<file path="src/rtl/imem_pkg.sv">
// imem_pkg: shared definitions for the instruction-memory responder.
//   IMEM_IWIDTH / IMEM_AWIDTH : widths of the response tag fields.
//   INSTR_ALIGN_BITS          : byte-offset bits that must be zero in a fetch address.
//   NOP_INSTR                 : word returned for a faulting fetch (addi x0, x0, 0).
//   imem_tag_t                : {addr, instr, err} carried from accept to response.
//   imem_boot_word()          : power-up program image of the ROM (addi x1, x0, idx+1).
package imem_pkg;

    localparam int IMEM_IWIDTH      = 32;
    localparam int IMEM_AWIDTH      = 32;
    localparam int INSTR_ALIGN_BITS = 2;

    localparam logic [IMEM_IWIDTH-1:0] NOP_INSTR = 32'h0000_0013;

    typedef struct packed {
        logic [IMEM_AWIDTH-1:0] addr;
        logic [IMEM_IWIDTH-1:0] instr;
        logic                   err;
    } imem_tag_t;

    // Each word loads its own index+1 into x1, so every location is distinct
    // and recognisable on a waveform.
    function automatic logic [IMEM_IWIDTH-1:0] imem_boot_word(input int unsigned idx);
        return {12'(idx + 1), 20'h00093};
    endfunction

endpackage

</file>
<file path="src/rtl/sync_fifo.sv">
// sync_fifo: single-clock FIFO with combinational head read.
//   c_clk   : clock
//   clr     : synchronous clear (empties the FIFO; dominates push/pop)
//   push    : write wr_data (accepted when not full, or when full and popping)
//   wr_data : data to write
//   pop     : remove head entry (ignored when empty)
//   rd_data : current head entry
//   full    : DEPTH entries held
//   empty   : no entries held
//   count   : number of entries held
module sync_fifo #(
    parameter  int WIDTH = 8,
    parameter  int DEPTH = 4,
    localparam int PW    = (DEPTH > 1) ? $clog2(DEPTH) : 1,
    localparam int CW    = $clog2(DEPTH + 1)
) (
    input  logic             c_clk,
    input  logic             clr,
    input  logic             push,
    input  logic [WIDTH-1:0] wr_data,
    input  logic             pop,
    output logic [WIDTH-1:0] rd_data,
    output logic             full,
    output logic             empty,
    output logic [CW-1:0]    count
);

    localparam logic [PW-1:0] LAST_PTR = PW'(DEPTH - 1);
    localparam logic [CW-1:0] FULL_CNT = CW'(DEPTH);

    logic [WIDTH-1:0] mem_q [DEPTH];
    logic [PW-1:0]    wr_ptr_q, wr_ptr_d;
    logic [PW-1:0]    rd_ptr_q, rd_ptr_d;
    logic [CW-1:0]    count_q, count_d;
    logic             do_push, do_pop;

    assign empty   = (count_q == '0);
    assign full    = (count_q == FULL_CNT);
    assign count   = count_q;
    assign rd_data = mem_q[rd_ptr_q];

    // A push into a full FIFO is fine when the head leaves in the same cycle.
    assign do_pop  = pop && !empty;
    assign do_push = push && (!full || do_pop);

    always_comb begin
        wr_ptr_d = wr_ptr_q;
        rd_ptr_d = rd_ptr_q;
        count_d  = count_q;
        if (do_push) begin
            wr_ptr_d = (wr_ptr_q == LAST_PTR) ? '0 : wr_ptr_q + PW'(1);
        end
        if (do_pop) begin
            rd_ptr_d = (rd_ptr_q == LAST_PTR) ? '0 : rd_ptr_q + PW'(1);
        end
        if (do_push && !do_pop) begin
            count_d = count_q + CW'(1);
        end else if (!do_push && do_pop) begin
            count_d = count_q - CW'(1);
        end
        if (clr) begin
            wr_ptr_d = '0;
            rd_ptr_d = '0;
            count_d  = '0;
        end
    end

    always_ff @(posedge c_clk) begin
        wr_ptr_q <= wr_ptr_d;
        rd_ptr_q <= rd_ptr_d;
        count_q  <= count_d;
        if (do_push && !clr) begin
            mem_q[wr_ptr_q] <= wr_data;
        end
    end

endmodule

</file>
<file path="src/rtl/instr_mem_resp.sv">
// instr_mem_resp: responder side of the instruction-fetch interface.
// A fetch accepted on the request channel returns {addr, instr, err} on the
// response channel LATENCY cycles later (or later if older responses are
// still waiting). Responses return in order; im_i_flush drops everything.
//
// Ports:
//   c_clk, c_rst              : clock, synchronous active-high reset
//   im_i_req_valid/o_req_ready: request handshake, im_i_addr = byte address
//   im_i_flush                : discard all outstanding requests/responses
//   im_o_rsp_valid/i_rsp_ready: response handshake
//   im_o_instr/addr/err       : response payload (all zero when no response)
//   im_i_we/waddr/wdata       : program-load write port, only with the
//                               IMEM_WRITE_PORT_EN macro defined
//
// Without IMEM_WRITE_PORT_EN the ROM holds the fixed image from
// imem_boot_word(); with it, the array is loaded through the write port.
// IWIDTH / AWIDTH_INSTR must equal the tag field widths in imem_pkg.
module instr_mem_resp
    import imem_pkg::*;
#(
    parameter int IWIDTH       = IMEM_IWIDTH,
    parameter int AWIDTH_INSTR = IMEM_AWIDTH,
    parameter int DEPTH        = 36,
    parameter int LATENCY      = 2,
    parameter int QDEPTH       = 4
) (
    input  logic                    c_clk,
    input  logic                    c_rst,
    input  logic                    im_i_req_valid,
    output logic                    im_o_req_ready,
    input  logic [AWIDTH_INSTR-1:0] im_i_addr,
    input  logic                    im_i_flush,
`ifdef IMEM_WRITE_PORT_EN
    input  logic                    im_i_we,
    input  logic [AWIDTH_INSTR-1:0] im_i_waddr,
    input  logic [IWIDTH-1:0]       im_i_wdata,
`endif
    output logic                    im_o_rsp_valid,
    input  logic                    im_i_rsp_ready,
    output logic [IWIDTH-1:0]       im_o_instr,
    output logic [AWIDTH_INSTR-1:0] im_o_addr,
    output logic                    im_o_err
);

    localparam int IDXW = AWIDTH_INSTR - INSTR_ALIGN_BITS;
    localparam int RAW  = (DEPTH > 1) ? $clog2(DEPTH) : 1;
    localparam int CW   = $clog2(QDEPTH + 1);
    localparam int TAGW = $bits(imem_tag_t);

    localparam logic [IDXW-1:0] DEPTH_IDX  = IDXW'(DEPTH);
    localparam logic [CW-1:0]   QDEPTH_CNT = CW'(QDEPTH);

    function automatic logic addr_bad(input logic [AWIDTH_INSTR-1:0] a);
        return (a[INSTR_ALIGN_BITS-1:0] != '0) ||
               (a[AWIDTH_INSTR-1:INSTR_ALIGN_BITS] >= DEPTH_IDX);
    endfunction

    // ---------------- ROM read (registered into pipeline stage 0) ----------
    logic              req_err;
    logic [RAW-1:0]    rd_idx;
    logic [IWIDTH-1:0] rom_word;

    assign req_err = addr_bad(im_i_addr);
    // Faulting fetches never index the array; their word is replaced by NOP.
    assign rd_idx  = req_err ? '0 : im_i_addr[INSTR_ALIGN_BITS +: RAW];

`ifdef IMEM_WRITE_PORT_EN
    logic [IWIDTH-1:0] mem_q [DEPTH];
    logic              wr_en;

    assign wr_en = im_i_we && !addr_bad(im_i_waddr);

    always_ff @(posedge c_clk) begin
        if (wr_en) begin
            mem_q[im_i_waddr[INSTR_ALIGN_BITS +: RAW]] <= im_i_wdata;
        end
    end

    assign rom_word = mem_q[rd_idx];
`else
    logic [IWIDTH-1:0] rom_image [DEPTH];

    for (genvar gi = 0; gi < DEPTH; gi++) begin : g_rom
        assign rom_image[gi] = imem_boot_word(gi);
    end

    assign rom_word = rom_image[rd_idx];
`endif

    // ---------------- handshakes and outstanding count ---------------------
    logic          req_hs, rsp_hs;
    logic [CW-1:0] cnt_q, cnt_d;

    // Counting pipeline + FIFO occupancy here is what keeps the FIFO from
    // ever overflowing, so the FIFO's own full flag is not needed.
    assign im_o_req_ready = !c_rst && !im_i_flush && (cnt_q < QDEPTH_CNT);
    assign req_hs         = im_i_req_valid && im_o_req_ready;
    assign rsp_hs         = im_o_rsp_valid && im_i_rsp_ready;

    always_comb begin
        cnt_d = cnt_q;
        if (im_i_flush) begin
            cnt_d = '0;
        end else if (req_hs && !rsp_hs) begin
            cnt_d = cnt_q + CW'(1);
        end else if (!req_hs && rsp_hs) begin
            cnt_d = cnt_q - CW'(1);
        end
    end

    // ---------------- latency pipeline --------------------------------------
    imem_tag_t                 new_tag;
    logic      [LATENCY-1:0]   pv_q, pv_d;
    imem_tag_t [LATENCY-1:0]   pt_q, pt_d;

    always_comb begin
        new_tag.addr  = im_i_addr;
        new_tag.instr = req_err ? NOP_INSTR : rom_word;
        new_tag.err   = req_err;
    end

    always_comb begin
        pv_d    = '0;
        pt_d    = pt_q;
        pv_d[0] = req_hs;
        pt_d[0] = new_tag;
        for (int i = 1; i < LATENCY; i++) begin
            pv_d[i] = pv_q[i-1];
            pt_d[i] = pt_q[i-1];
        end
        if (im_i_flush) begin
            pv_d = '0;
        end
    end

    always_ff @(posedge c_clk) begin
        if (c_rst) begin
            pv_q  <= '0;
            cnt_q <= '0;
        end else begin
            pv_q  <= pv_d;
            cnt_q <= cnt_d;
        end
        pt_q <= pt_d;
    end

    // ---------------- response FIFO -----------------------------------------
    imem_tag_t     head_tag;
    logic          fifo_empty, fifo_full, fifo_push, fifo_clr;
    logic [CW-1:0] fifo_count;

    assign fifo_push = pv_q[LATENCY-1] && !im_i_flush;
    assign fifo_clr  = c_rst || im_i_flush;

    sync_fifo #(
        .WIDTH (TAGW),
        .DEPTH (QDEPTH)
    ) u_rsp_fifo (
        .c_clk   (c_clk),
        .clr     (fifo_clr),
        .push    (fifo_push),
        .wr_data (pt_q[LATENCY-1]),
        .pop     (rsp_hs),
        .rd_data (head_tag),
        .full    (fifo_full),
        .empty   (fifo_empty),
        .count   (fifo_count)
    );

    logic unused_fifo_status;
    assign unused_fifo_status = &{1'b0, fifo_full, fifo_count};

    // Payload is forced to zero whenever no response is offered, so stale
    // FIFO storage never leaks out after reset or flush.
    assign im_o_rsp_valid = !fifo_empty;

    always_comb begin
        im_o_instr = '0;
        im_o_addr  = '0;
        im_o_err   = 1'b0;
        if (im_o_rsp_valid) begin
            im_o_instr = head_tag.instr;
            im_o_addr  = head_tag.addr;
            im_o_err   = head_tag.err;
        end
    end

endmodule

</file>
<file path="config.mk">
export PLATFORM = sky130hd
export DESIGN_NAME = instr_mem_resp
export DESIGN_NICKNAME = d
export VERILOG_FILES = /design/src/rtl/imem_pkg.sv /design/src/rtl/sync_fifo.sv /design/src/rtl/instr_mem_resp.sv
export SDC_FILE = /design/constraint.sdc
export NUM_CORES = 1
export LEC_CHECK = 0
export BUFFER_PORTS_ARGS = -buffer_cell sky130_fd_sc_hd__buf_2
export CAP_MARGIN = 40
export CORE_MARGIN = 2
export CORE_UTILIZATION = 65
export DETAILED_ROUTE_END_ITERATION = 7
export PLACE_DENSITY = 0.86
export SETUP_SLACK_MARGIN = 0.1
export SYNTH_ARGS = -nofsm -noshare
export SYNTH_HDL_FRONTEND = slang
export SYNTH_HIERARCHICAL = 1
export SYNTH_SLANG_ARGS = --single-unit
</file>
<file path="constraint.sdc">
create_clock -name c_clk -period 19.15 [get_ports c_clk]
set_input_delay 2.8725 -clock c_clk [delete_from_list [all_inputs] [get_ports c_clk]]
set_output_delay 2.8725 -clock c_clk [all_outputs]
set_load 0.02 [all_outputs]
</file>
==> flow_summary.toml <==
[critical_path]
critPathKind = "in2out"
crit_fanout = 17
end_kind = "output pin"
cp_data_arrival_time_ns = 3.86
cp_data_required_time_ns = 16.28
start_kind = "input port"

[route]
wl_met3_um = 1250
wl_met2_um = 11700
wl_per_cell_um = 20.5
drc = 0
drtIter0Drc = 413
dr.pass1.iters = 4
via_count = 6020
top_layer = "met4"
drtAntennaViolNets = 0
wl_um = 22500
via_per_inst = 5.48
wl_met1_um = 9070

[pwr]
ir_drop_mv = 0.0855
p_int_w = 0.00125
clkPwrFrac_pct = 44.9
power.net_switching_w = 0.000295
p_comb_share_pct = 1.1
p_seq_share_pct = 53.9
leakage_nw = 5.40
switching_share_pct = 19.1
power_density_mw_per_mm2 = 104
finalPower_w = 0.00154

[place]
placed_cells_incl_taps = 1034
hpwl_um = 13000
portBuffers = 103
pre_cts_slack_ns = 12.44
place.gp.congestion = 0.741

[sta]
setup_viol = 0
final_max_slew_viol_count = 0
max_freq_ghz = 0.148
finalHoldViolCount = 0
relSlewSlack_pct = 55.3
finalCritPeriodShare_pct = 35.2
fin_crit_ns = 6.74
final.setup.tns_ns = 0
tightest_slew_ns = 0.664
worst_slack_ns = 12.41
rsz0062_at_grt = "no"
finalClockSkew_ns = 0.0136

[clock_tree]
cts_setup_buffers = 0
tritoncts = "done"
clock-sinks = 354
holdBufCountCts = 0
clk-insertion-delay-late_ns = 0.51
clk_pin_slew_ns = 0.06
cts-resized-gates = 0
cts_buffer_depth = 3
htreeDepth = 2
cts_buffers = 35
root_buffer = "clkbuf_16"

[die]
die_area_mm2 = 0.0202
rows = 50
die_w_um = 142
ios = 104
start_util_pct = 66.2
die_y_um = 142
core_area_mm2 = 0.0187

[synth]
yosysWarnings = 6
syn_avg_cell_area_um2 = 20.3
synthCells = 609
netlist_area_mm2 = 0.0124

[finish]
layout_commonest_cell = "edfxtp_1"
instances_no_fill = 1098
area_delta_synth_final_pct = 20.1
nNetsFinal = 885
antenna_cells = 0
mostFrequentLayoutCells = "edfxtp_1, buf_2, conb_1, dfxtp_1, nor2b_1"
final_layout_size_suffix_gt1_share_pct = 29.3

[min_path]
hold_path_class = "reg2reg"

[grt]
antenna_found_initial = 1
grt_start_max_net_pins = 46
first_global_vias = 6400
grt_pass1_wl_um = 35100
gr-usage-all-layers_pct = 23.3
overflow = 0

[job]
cap_viol_max_count = 0

[outcome]
status = "finished, final reports clean"
[critical path, cell delays in order]
cell,delay [ns]
buf_2,0.10
or2_2,0.45
nor2_1,0.23
buf_2,0.20
[power by group through the flow]
stage / registers [W] / logic, W / clock network (W)
final: 0.000833 / 0.0000174 / 0.000694
after global routing: 0.000833 / 0.0000194 / 0.000735
after CTS: 0.000833 / 0.0000163 / 0.000706
after detailed placement: 0.000849 / 0.0000159 / 0
after global placement: 0.000848 / 0.0000149 / 0
after floorplan: 0.000847 / 0.00000782 / 0
[worst paths after layout]
| kind | slack [ns] | endpoint | cells after the start | start |
|---|---|---|---|---|
| hold reg to reg | 0.33 | pt_q[108] | 0 | pt_d[108] |
| setup / recovery | 12.41 | im_o_req_ready | 4 | im_i_flush |
| hold / removal | 0.33 | pt_q[108] | 0 | pt_d[108] |
| setup reg to reg | 16.02 | u_rsp_fifo/count[2] | 14 | u_rsp_fifo/count[1] |
[state kept, by name, indices dropped and copies added (netlist names), named ones only]
name and flops:
u_rsp_fifo/count 3, pt_q 40, u_rsp_fifo/mem_q 260, cnt_q 3, pt_d 40, pv_q 2, u_rsp_fifo/wr_ptr_q 2, u_rsp_fifo/rd_ptr_q 2
[metal layers]
metal | GRT usage [%] | vias to the layer above
met2 | 39.5 | 196
met1 | 30.8 | 3053
met4 | 7.42 | 0
met5 | 0 | -
met3 | 4.81 | 44
li1 | - | 2727
[per-stage QoR]
step / hold WS, ns / cell area [um2] / utilization (%)
3_3_place_gp: 0.311 / 13500 / 72.4
4_1_cts: 0.325 / 14900 / 79.5
2_1_floorplan: 0.310 / 12800 / -
6_report: 0.326 / 14900 / 79.5
5_1_grt: 0.333 / 14900 / 79.5
3_5_place_dp: 0.312 / 13700 / 73.1
[layout make-up]
type	count	area, um2
Clock buffer	49	1020
Clock inverter	15	173
Fill cell	928	3840
Inverter	10	37.5
Multi-Input combinational cell	320	2940
Sequential cell	354	9690
Tap cell	234	293
Timing Repair Buffer	116	713
No activity file was read; power rests on OpenSTA's default activity.
